==> config.mk <==
export PLATFORM = sky130hd
export DESIGN_NAME = hazard_ctrl
export DESIGN_NICKNAME = d
export VERILOG_FILES = /design/src/rtl/hazard_ctrl.sv
export SDC_FILE = /design/constraint.sdc
export NUM_CORES = 1
export LEC_CHECK = 0
export ABC_AREA = 1
export BUFFER_PORTS_ARGS = -buffer_cell sky130_fd_sc_hd__buf_2
export CELL_PAD_IN_SITES_DETAIL_PLACEMENT = 1
export CELL_PAD_IN_SITES_GLOBAL_PLACEMENT = 1
export CORE_ASPECT_RATIO = 1.1
export CORE_UTILIZATION = 41
export DETAILED_ROUTE_END_ITERATION = 16
export MAX_ROUTING_LAYER = met4
export PLACE_DENSITY_LB_ADDON = 0.1
export SETUP_SLACK_MARGIN = 0.5
export SYNTH_ARGS = -nofsm -noshare
export SYNTH_HDL_FRONTEND = slang
export SYNTH_SLANG_ARGS = --single-unit
export TNS_END_PERCENT = 10
==> constraint.sdc <==
create_clock -name clk -period 3.54 [get_ports clk]
set_input_delay 0.354 -clock clk [delete_from_list [all_inputs] [get_ports clk]]
set_output_delay 0.354 -clock clk [all_outputs]
set_load 0.02 [all_outputs]
==> src/rtl/hazard_ctrl.sv <==
// Hazard and sequencing controller for the 5-stage core: stage-register enables,
// bubbles and flushes for redirect, MUL/DIV occupancy, load-use and debug halt.
module hazard_ctrl #(
    parameter int MD_LATENCY = 4,
    parameter int CNT_W      = 16
) (
    input  logic             clk,
    input  logic             reset,
    input  logic [4:0]       rs1_D,
    input  logic [4:0]       rs2_D,
    input  logic             use_rs1_D,
    input  logic             use_rs2_D,
    input  logic [4:0]       rd_E,
    input  logic             MemRead_E,
    input  logic             md_op_E,
    input  logic             PCSrc_E,
    input  logic             halt_req,
    output logic             PCWrite,
    output logic             IF_ID_Write,
    output logic             IF_ID_Flush,
    output logic             ID_EX_Write,
    output logic             ID_EX_Flush,
    output logic             EX_MEM_Flush,
    output logic             halted,
    output logic [CNT_W-1:0] stall_cycles,
    output logic [CNT_W-1:0] redirect_count
);

    typedef enum logic [1:0] {
        S_RUN     = 2'd0,
        S_MD_WAIT = 2'd1,
        S_HALT    = 2'd2
    } state_t;

    // First MD cycle is spent in RUN, the last (cnt==0) is an idle drain cycle.
    localparam logic [5:0]       MD_LOAD = 6'(MD_LATENCY - 2);
    localparam logic [CNT_W-1:0] CNT_ONE = {{(CNT_W-1){1'b0}}, 1'b1};
    localparam logic [CNT_W-1:0] CNT_MAX = {CNT_W{1'b1}};

    state_t     r_state;
    state_t     w_state_next;
    logic [5:0] r_cnt;
    logic [5:0] w_cnt_next;
    logic       w_load_use;
    logic       w_stall_evt;
    logic       w_redirect_evt;
    logic [CNT_W-1:0] r_stall_cycles;
    logic [CNT_W-1:0] r_redirect_count;

    assign w_load_use = MemRead_E && (rd_E != 5'd0) &&
                        ((use_rs1_D && (rs1_D == rd_E)) ||
                         (use_rs2_D && (rs2_D == rd_E)));

    always_comb begin
        PCWrite        = 1'b1;
        IF_ID_Write    = 1'b1;
        IF_ID_Flush    = 1'b0;
        ID_EX_Write    = 1'b1;
        ID_EX_Flush    = 1'b0;
        EX_MEM_Flush   = 1'b0;
        halted         = 1'b0;
        w_stall_evt    = 1'b0;
        w_redirect_evt = 1'b0;
        w_state_next   = r_state;
        w_cnt_next     = r_cnt;

        if (!reset) begin
            unique case (r_state)
                S_RUN: begin
                    if (PCSrc_E) begin
                        IF_ID_Flush    = 1'b1;
                        ID_EX_Flush    = 1'b1;
                        w_redirect_evt = 1'b1;
                    end else if (md_op_E) begin
                        PCWrite      = 1'b0;
                        IF_ID_Write  = 1'b0;
                        ID_EX_Write  = 1'b0;
                        EX_MEM_Flush = 1'b1;
                        w_stall_evt  = 1'b1;
                        w_cnt_next   = MD_LOAD;
                        w_state_next = S_MD_WAIT;
                    end else if (w_load_use) begin
                        PCWrite     = 1'b0;
                        IF_ID_Write = 1'b0;
                        ID_EX_Flush = 1'b1;
                        w_stall_evt = 1'b1;
                    end else if (halt_req) begin
                        w_state_next = S_HALT;
                    end
                end
                S_MD_WAIT: begin
                    // All other events are deliberately ignored while EX is occupied.
                    if (r_cnt != 6'd0) begin
                        PCWrite      = 1'b0;
                        IF_ID_Write  = 1'b0;
                        ID_EX_Write  = 1'b0;
                        EX_MEM_Flush = 1'b1;
                        w_stall_evt  = 1'b1;
                        w_cnt_next   = r_cnt - 6'd1;
                    end else begin
                        w_state_next = S_RUN;
                    end
                end
                S_HALT: begin
                    PCWrite     = 1'b0;
                    IF_ID_Write = 1'b0;
                    ID_EX_Flush = 1'b1;
                    halted      = 1'b1;
                    if (!halt_req) begin
                        w_state_next = S_RUN;
                    end
                end
                default: begin
                    w_state_next = S_RUN;
                end
            endcase
        end
    end

    always_ff @(posedge clk or posedge reset) begin
        if (reset) begin
            r_state          <= S_RUN;
            r_cnt            <= 6'd0;
            r_stall_cycles   <= '0;
            r_redirect_count <= '0;
        end else begin
            r_state <= w_state_next;
            r_cnt   <= w_cnt_next;
            if (w_stall_evt && (r_stall_cycles != CNT_MAX)) begin
                r_stall_cycles <= r_stall_cycles + CNT_ONE;
            end
            if (w_redirect_evt && (r_redirect_count != CNT_MAX)) begin
                r_redirect_count <= r_redirect_count + CNT_ONE;
            end
        end
    end

    assign stall_cycles   = r_stall_cycles;
    assign redirect_count = r_redirect_count;

endmodule

==> results of run 1 <==
==> state kept, by name (all words and copies together) (netlist names) <==
name	count
stall_cycles	16
r_state	2
r_cnt	6
redirect_count	16
==> per-stage QoR <==
step	total power [W]	util (%)	worst slack, ns	std cells	hold slack, ns
4_1_cts	0.00172	51.9	1.48	492	0.134
3_5_place_dp	0.00128	49.7	1.55	485	0.456
5_1_grt	0.00181	51.9	1.30	492	0.153
2_1_floorplan	0.00109	-	1.27	349	0.477
3_3_place_gp	0.00124	49.7	1.60	485	0.443
6_report	0.00170	51.9	1.48	492	0.122
==> power by group through the flow <==
| stage | clock [W] | combinational, W | sequential [W] |
|---|---|---|---|
| after CTS | 0.000446 | 0.000640 | 0.000632 |
| after global placement | 0 | 0.000610 | 0.000634 |
| final | 0.000436 | 0.000629 | 0.000632 |
| after global routing | 0.000461 | 0.000708 | 0.000643 |
| after detailed placement | 0 | 0.000638 | 0.000640 |
| after floorplan | 0 | 0.000419 | 0.000673 |
==> worst min-delay path by stage <==
stage              from                 end  slack (ns)  depth (start not counted)
2_1_floorplan  r_cnt[5]            r_cnt[5]        0.48                          2
6_report          reset   redirect_count[8]        0.12                          2
3_5_place_dp      reset  redirect_count[14]        0.46                          2
3_3_place_gp      reset  redirect_count[14]        0.44                          2
5_1_grt           reset   redirect_count[9]        0.15                          2
4_1_cts           reset   redirect_count[9]        0.13                          2
==> critical path, stage by stage, from the launching register on <==
cell     delay (ns)
dfrtp_1        0.41
nor2_1         0.16
inv_1          0.07
nor2_1         0.21
nor2_1         0.08
nand2_1        0.12
nor2_4         0.06
inv_1          0.11
buf_2          0.18
==> layer usage <==
metal	vias to the layer above	global-route usage [%]	routed length (um)
met2	44	40.2	3470
li1	1218	-	-
met4	0	5.77	87
met5	-	-	0
met3	11	3.04	187
met1	1154	26.5	2880
==> cell type report <==
| class | instances | area share, % |
|---|---|---|
| well taps | 77 | 3.18 |
| inverters | 53 | 6.56 |
| clock buffers | 5 | 2.27 |
| repair buffers | 63 | 10.6 |
| clock inverters | 2 | 1.98 |
| flip-flops and latches | 40 | 33.0 |
| multi-input cells | 252 | 42.5 |
==> cell families (layout without fill, tap and decap cells) <==
kind of cell | Yosys count | after routing | share of synthesized area, %
and+or+nand+nor | 202 | 202 | 35.0
buffers and inverters | 57 | 123 | 9.19
DFF | 40 | 40 | 39.7
xor gates and xnor gates | 27 | 27 | 9.38
AOI/OAI and AO/OA | 19 | 19 | 4.72
adders and majority gates | 4 | 4 | 1.99
==> cell usage in the layout (no fill, tap or decap), types with 5 or more instances in the layout <==
| master | synthesis | final |
|---|---|---|
| nor2_1 | 36 | 36 |
| clkbuf_8 | 0 | 5 |
| dfrtp_1 | 40 | 40 |
| inv_1 | 52 | 51 |
| xor2_1 | 16 | 16 |
| buf_2 | 2 | 61 |
| nand4_1 | 5 | 5 |
| nor3_1 | 9 | 9 |
| nand2_1 | 105 | 105 |
| o21ai_0 | 10 | 10 |
| nand3_1 | 38 | 38 |
| xnor2_1 | 11 | 11 |
==> impl_metrics.yaml, run 1 <==
floorplanning:
  die_area_sq_um: 6460
  initial_core_util_pct: 43.1
  core_area_sq_um: 5840
  die_x_um: 76.8
  placementRows: 29
  die_h_um: 84.2
  ios: 62
power:
  p_sw_share_pct: 40.1
  p_clk_share_pct: 25.7
  p_per_area_nw_per_um2: 559
  p_sw_w: 0.000680
  ir_drop_uv: 426
  p_leak_nw: 1.67
  p_comb_share_pct: 37.1
  power.internal_w: 0.00102
  pwr-share-seq_pct: 37.2
global_route:
  overflow: 0
  grt_pass1_wl_um: 11600
  grt_max_degree: 18
  antenna_found_initial: 0
  grt_use_total_pct: 22.5
  grt_pass1_vias: 2546
clocking:
  path_clk_slew_ns: 0.08
  ctsLongestPathBuffers: 2
  h-tree-depth: 2
  clock_latency_ns: 0.29
  cts_resized: 0
  cts_buffers: 5
  cts_sinks: 40
  post_cts_buffers: 0
  cts_hold_buffers: 0
  cts-root-buf: "clkbuf_8"
  tritoncts: "yes"
setup_path:
  end_kind: "output pin"
  reg2reg_from: "stall_cycles[0]"
  startpoint: "r_state[0]"
  worstSetupPathType: "flop to output pin"
  cp_max_fo: 7
  worstPathArrival_ns: 1.70
  crit_end: "ID_EX_Write"
  reg2reg_slack_ns: 1.53
  r2r_end: "stall_cycles[3]"
  worst_setup_path_start_kind: "flop"
  required_ns: 3.19
  rr_worst_depth: 9
timing:
  max_freq_mhz: 486
  drv_slew: 0
  tns_ns: 0
  fin_worst_skew_ns: 0.00624
  timing.final.crit_share_pct: 58.1
  setup_viol: 0
  tightestPinTransition_ns: 0.642
  timing.final.crit_period_ns: 2.06
  finalHoldViolCount: 0
  grt_setup_unrepaired: "false"
  relSlewSlack_pct: 56.9
synth:
  synth_top_cell_by_area: "dfrtp_1"
  postSynthCellCount: 349
  ys_seq_area_share_pct: 39.7
  yosysWarnings: 0
  synth_edf_count: 0
  yosys-top-cells-count: "nand2_1, inv_1, dfrtp_1"
  synth_area_leaders: "dfrtp_1, nand2_1, inv_1"
  synth_top_area_share_pct: 39.7
  synth.most_common_cell: "nand2_1"
  ys.flop_type: "dfrtp_1"
  synth_nets: 376
  syn_area_per_cell_sq_um: 7.22
  yosys.cell_types.count: 24
  async_flop_share_pct: 100
  synth_area_sq_um: 2520
  ys_ff_latch: 40
finish:
  fillers: 781
  finalInstanceArea_sq_um: 3030
  final_nets: 442
  diodes: 0
  regArea_sq_um: 1000
  multi_input_area_sq_um: 1290
  area_delta_synth_final_pct: 20.4
  drive_gt1_share_pct: 19.3
placement:
  place_hpwl_um: 5220
  place_area_sq_um: 2900
  numPortBuffers: 61
  place_congestion: 0.834
min_path:
  hold_class: "input port to asynchronous set/reset pin"
detailed_routing:
  drtIter0Drc: 80
  vias: 2427
  wl_per_cell_um: 13.5
  wirelength_um: 6620
  drtPass1Iterations: 4
  antenna_left: 0
  drc_errors: 0
  viasPerCell: 4.93
job:
  drv_cap: 0
run_status:
  status: "finished clean"
Note: power is estimated with default switching activity, not from simulation.
==> run 2: changes to the inputs <==
Settings changed: CORE_UTILIZATION 41 to 38.
Clock period 3.54 ns to 2 ns, I/O delays scaled along.
==> run 2 against run 1 <==
  * Final area up 13%
  * Via count grew 10%
  * Die area rose by 7.7%
  * Clock power up 35%
  * Critical path depth fell by 1
  * Hold slack gained 0.048 ns
  * Utilization increased by 2.9 points
  * Sequential power is 79% higher
  * Wire length up 17%
  * Global-route usage increased by 0.74 points
  * Count of clock-buffer cells in the layout is the same
  * Largest cell class unchanged
==> impl_metrics.yaml, run 2 (synthesis results as in run 1) <==
run_status:
  status: "finished clean"
setup_path:
  end_kind: "output pin"
  worstPathArrival_ns: 1.57
  required_ns: 1.80
  worst_setup_path_start_kind: "flop"
  cp_max_fo: 4
  worstSetupPathType: "flop to output pin"
finish:
  layout.cells.most_common: "nand2_1"
  regArea_sq_um: 1000
  drive_gt1_share_pct: 32.3
  utilization_pct: 54.8
  diodes: 0
  multi_input_area_sq_um: 1410
  fillers: 838
  area_delta_synth_final_pct: 36.4
  fin_cells: 532
  layout_common_cells: "nand2_1, buf_2, inv_1, dfrtp_1, buf_4"
  final_nets: 478
detailed_routing:
  antenna_left: 0
  drtIter0Drc: 54
  wl_met2_um: 4040
  routed.top_layer: "met4"
  viasPerCell: 5.02
  wl_per_cell_um: 14.6
  drt-met1-wl_um: 3280
  vias: 2670
  wirelength_um: 7750
  drtPass1Iterations: 4
  wl_met3_um: 318
  drc_errors: 0
floorplanning:
  core_area_sq_um: 6270
  die_x_um: 79.6
  initial_core_util_pct: 40.2
  die_area_sq_um: 6960
  placementRows: 30
  ios: 62
  die_h_um: 87.4
power:
  p_comb_share_pct: 48.1
  p_sw_w: 0.00147
  power.internal_w: 0.00185
  pwr-share-seq_pct: 34.2
  ir_drop_uv: 601
  p_per_area_nw_per_um2: 965
  p_sw_share_pct: 44.2
  p_clk_share_pct: 17.7
  p_leak_nw: 1.82
clocking:
  ctsLongestPathBuffers: 2
  path_clk_slew_ns: 0.09
  cts_sinks: 40
  cts-root-buf: "clkbuf_8"
  cts_buffers: 5
  tritoncts: "yes"
  clock_latency_ns: 0.31
  h-tree-depth: 2
placement:
  place_hpwl_um: 5290
  numPortBuffers: 61
  post-place-cells: 490
  place_congestion: 0.820
global_route:
  antenna_found_initial: 0
  grt_use_total_pct: 23.3
  grt_max_degree: 37
  overflow: 0
  grt_pass1_vias: 2660
  grt_pass1_wl_um: 12300
timing:
  finalHoldViolCount: 0
  drv_slew: 0
  relSlewSlack_pct: 68.0
  grt_setup_unrepaired: "true"
  timing.final.crit_period_ns: 1.77
  setup_viol: 0
  tightestPinTransition_ns: 0.480
  max_freq_mhz: 565
  timing.final.crit_share_pct: 88.5
  tns_ns: 0
  fin_worst_skew_ns: 0.0121
min_path:
  hold_class: "input port to asynchronous set/reset pin"
job:
  drv_cap: 0
## run 2: stage by stage
stage | hold WS [ns] | total power (W) | worst slack [ns] | area [sq um]
after global routing | 0.219 | 0.00354 | 0.122 | 3440
final | 0.170 | 0.00332 | 0.230 | 3440
after CTS | 0.182 | 0.00314 | 0.249 | 3280
after floorplan | 0.198 | 0.00197 | 0.302 | 2560
after detailed placement | 0.192 | 0.00233 | 0.143 | 2950
after global placement | 0.193 | 0.00227 | 0.153 | 2950
## run 2: cell type report
type	instances	area share (%)
Multi-Input combinational cell	253	41.0
Inverter	53	6.12
Sequential cell	40	29.2
Timing Repair inverter	1	0.218
Clock inverter	3	0.692
Clock buffer	5	2.00
Tap cell	80	2.91
Timing Repair Buffer	97	17.8
## run 2: worst max-delay path, stage by stage, from the launching register on
cell	delay, ns
dfrtp_1	0.41
inv_1	0.10
nor2_1	0.26
inv_1	0.09
nor2_2	0.13
nor2_4	0.06
inv_2	0.08
buf_4	0.14
## run 2: per-layer routing
layer	track usage (%)	up-vias
li1	-	1293
met1	27.3	1301
met2	40.3	64
met3	3.87	12
met4	7.27	0
met5	-	-
## run 2: power groups by stage
stage	combinational, W	clock [W]	sequential, W
2_1_floorplan	0.000760	0	0.00121
3_3_place_gp	0.00113	0	0.00114
3_5_place_dp	0.00118	0	0.00115
4_1_cts	0.00141	0.000600	0.00113
5_1_grt	0.00176	0.000628	0.00115
6_report	0.00159	0.000588	0.00113
## run 2: timing repair
action,in CTS,in global routing
endpoints found under the hold margin,4,0
pin swaps,5,9
resized for setup,24,15
setup buffers,18,13
cloned,2,0
setup endpoints to repair,43,46
hold buffers,1,0
## run 2: path summary, 6_finish.rpt
path | startpoint | end | slack, ns | cells after the start
max in group asynchronous | reset | r_state[1] | 1.33 | 3
hold reg to reg | redirect_count[13] | redirect_count[13] | 0.52 | 1
setup reg to reg | r_state[1] | redirect_count[13] | 0.24 | 10
hold / removal | reset | stall_cycles[14] | 0.17 | 3
setup / recovery | r_state[0] | ID_EX_Write | 0.23 | 7
min in group clk | md_op_E | r_state[1] | 0.24 | 4
==> run 3: changes to the inputs <==
Settings changed: CELL_PAD_IN_SITES_GLOBAL_PLACEMENT 1 to 2, CORE_UTILIZATION 38 to 29, SKIP_CTS_REPAIR_TIMING set to 1.
==> run 3 against run 2 <==
  * First-iteration DRC count grew 35%
  * Critical path type unchanged
  * Highest routed layer unchanged
  * Wire length shrank 11%
  * Sequential share of layout area grew 1.2 points
  * Largest power group unchanged
  * Sequential power is essentially flat
  * Final area shrank 4.0%
  * Combinational power shrank 15%
  * Register-to-register slack gained 0.02 ns
  * Cell count grew 2.8%
  * Die area grew 30%
  * Critical path depth is the same
  * Clock power grew 16%
  * Total power shrank 4.4%
==> impl_metrics.yaml, run 3 (synthesis results as in run 1) <==
job:
  drv_cap: 0
setup_path:
  startpoint: "r_cnt[1]"
  worst_setup_path_start_kind: "flop"
  reg2reg_from: "r_state[1]"
  worstSetupPathType: "flop to output pin"
  worstPathArrival_ns: 1.60
  end_kind: "output pin"
  cp_max_fo: 5
  required_ns: 1.80
finish:
  final_nets: 462
  layout.cells.most_common: "nand2_1"
  fin_cells: 547
  area_delta_synth_final_pct: 30.9
  layout_common_cells: "nand2_1, buf_2, inv_1, dfrtp_1, nand3_1"
  drive_gt1_share_pct: 27.3
  fillers: 1078
  diodes: 0
timing:
  timing.final.crit_share_pct: 89.9
  fin_worst_skew_ns: 0.00528
  finalHoldViolCount: 0
  tns_ns: 0
  grt_setup_unrepaired: "true"
  relSlewSlack_pct: 64.0
  timing.final.crit_period_ns: 1.80
  drv_slew: 0
  setup_viol: 0
  max_freq_mhz: 556
  tightestPinTransition_ns: 0.540
clocking:
  cts_buffers: 5
  clock_latency_ns: 0.29
  path_clk_slew_ns: 0.09
  cts-root-buf: "clkbuf_8"
  tritoncts: "yes"
  h-tree-depth: 2
  cts_sinks: 40
  ctsLongestPathBuffers: 2
detailed_routing:
  drtIter0Drc: 73
  vias: 2478
  drtPass1Iterations: 4
  antenna_left: 0
  wirelength_um: 6890
  viasPerCell: 4.53
  drc_errors: 0
  wl_per_cell_um: 12.6
min_path:
  hold_class: "input port to asynchronous set/reset pin"
power:
  ir_drop_uv: 503
  p_leak_nw: 1.75
  p_per_area_nw_per_um2: 961
placement:
  place_hpwl_um: 5330
  place_congestion: 0.721
  post-place-cells: 529
  numPortBuffers: 61
floorplanning:
  core_area_sq_um: 8410
  ios: 62
  placementRows: 35
  initial_core_util_pct: 30.0
  die_x_um: 90.9
  die_area_sq_um: 9070
  die_h_um: 99.8
global_route:
  grt_max_degree: 41
  grt_use_total_pct: 16.6
  antenna_found_initial: 0
  grt_pass1_vias: 2563
  grt_pass1_wl_um: 11800
  overflow: 0
run_status:
  status: "finished clean"
-- run 3: worst paths after layout --
kind                                       to  slack, ns  depth (start not counted)
min in group clk                   r_state[1]       0.22                          4
setup / recovery                  ID_EX_Write       0.20                          7
setup reg to reg           redirect_count[14]       0.26                         11
hold reg to reg             redirect_count[5]       0.51                          1
hold / removal             redirect_count[15]       0.21                          3
max in group asynchronous     stall_cycles[1]       1.38                          3
-- run 3: layout make-up --
class | count | area, sq um | share of cell area, %
clock inverter | 3 | 42.5 | 1.29
clock buffer | 5 | 68.8 | 2.09
inverter | 53 | 203 | 6.14
sequential | 40 | 1000 | 30.4
multi-input combinational | 252 | 1370 | 41.5
tap | 111 | 139 | 4.21
timing repair buffer | 83 | 473 | 14.3
-- run 3: per-stage QoR --
| step | area, sq um | hold WS [ns] | worst slack [ns] | total power, W | util, % |
|---|---|---|---|---|---|
| floorplan | 2560 | 0.198 | 0.302 | 0.00197 | - |
| finish | 3300 | 0.210 | 0.202 | 0.00317 | 39.2 |
| CTS | 3160 | 0.228 | 0.0658 | 0.00305 | 37.6 |
| global route | 3300 | 0.225 | 0.0980 | 0.00342 | 39.2 |
| global placement | 3050 | 0.498 | 0.114 | 0.00232 | 36.3 |
| detailed placement | 3050 | 0.504 | 0.133 | 0.00234 | 36.3 |
-- run 3: where the power goes --
group	switching (W)	internal, W	total, W	leakage (nW)
clock network	0.000315	0.000370	0.000685	0.0541
logic	0.000844	0.000501	0.00135	1.18
registers	0.000177	0.000963	0.00114	0.520
total	0.00134	0.00183	0.00317	1.75
-- run 3: critical path, stage by stage (launching register included) --
cell,delay (ns)
dfrtp_1,0.39
inv_1,0.10
ha_1,0.16
nand4_1,0.18
nor2_2,0.20
nor2_4,0.06
inv_2,0.08
buf_4,0.14
-- run 3: metal layers --
| metal | global-route usage (%) | vias up | wire [um] |
|---|---|---|---|
| met4 | 3.30 | 0 | 54 |
| met3 | 2.68 | 5 | 249 |
| met1 | 20.5 | 1172 | 3250 |
| li1 | - | 1259 | - |
| met2 | 28.7 | 42 | 3340 |
| met5 | - | - | 0 |
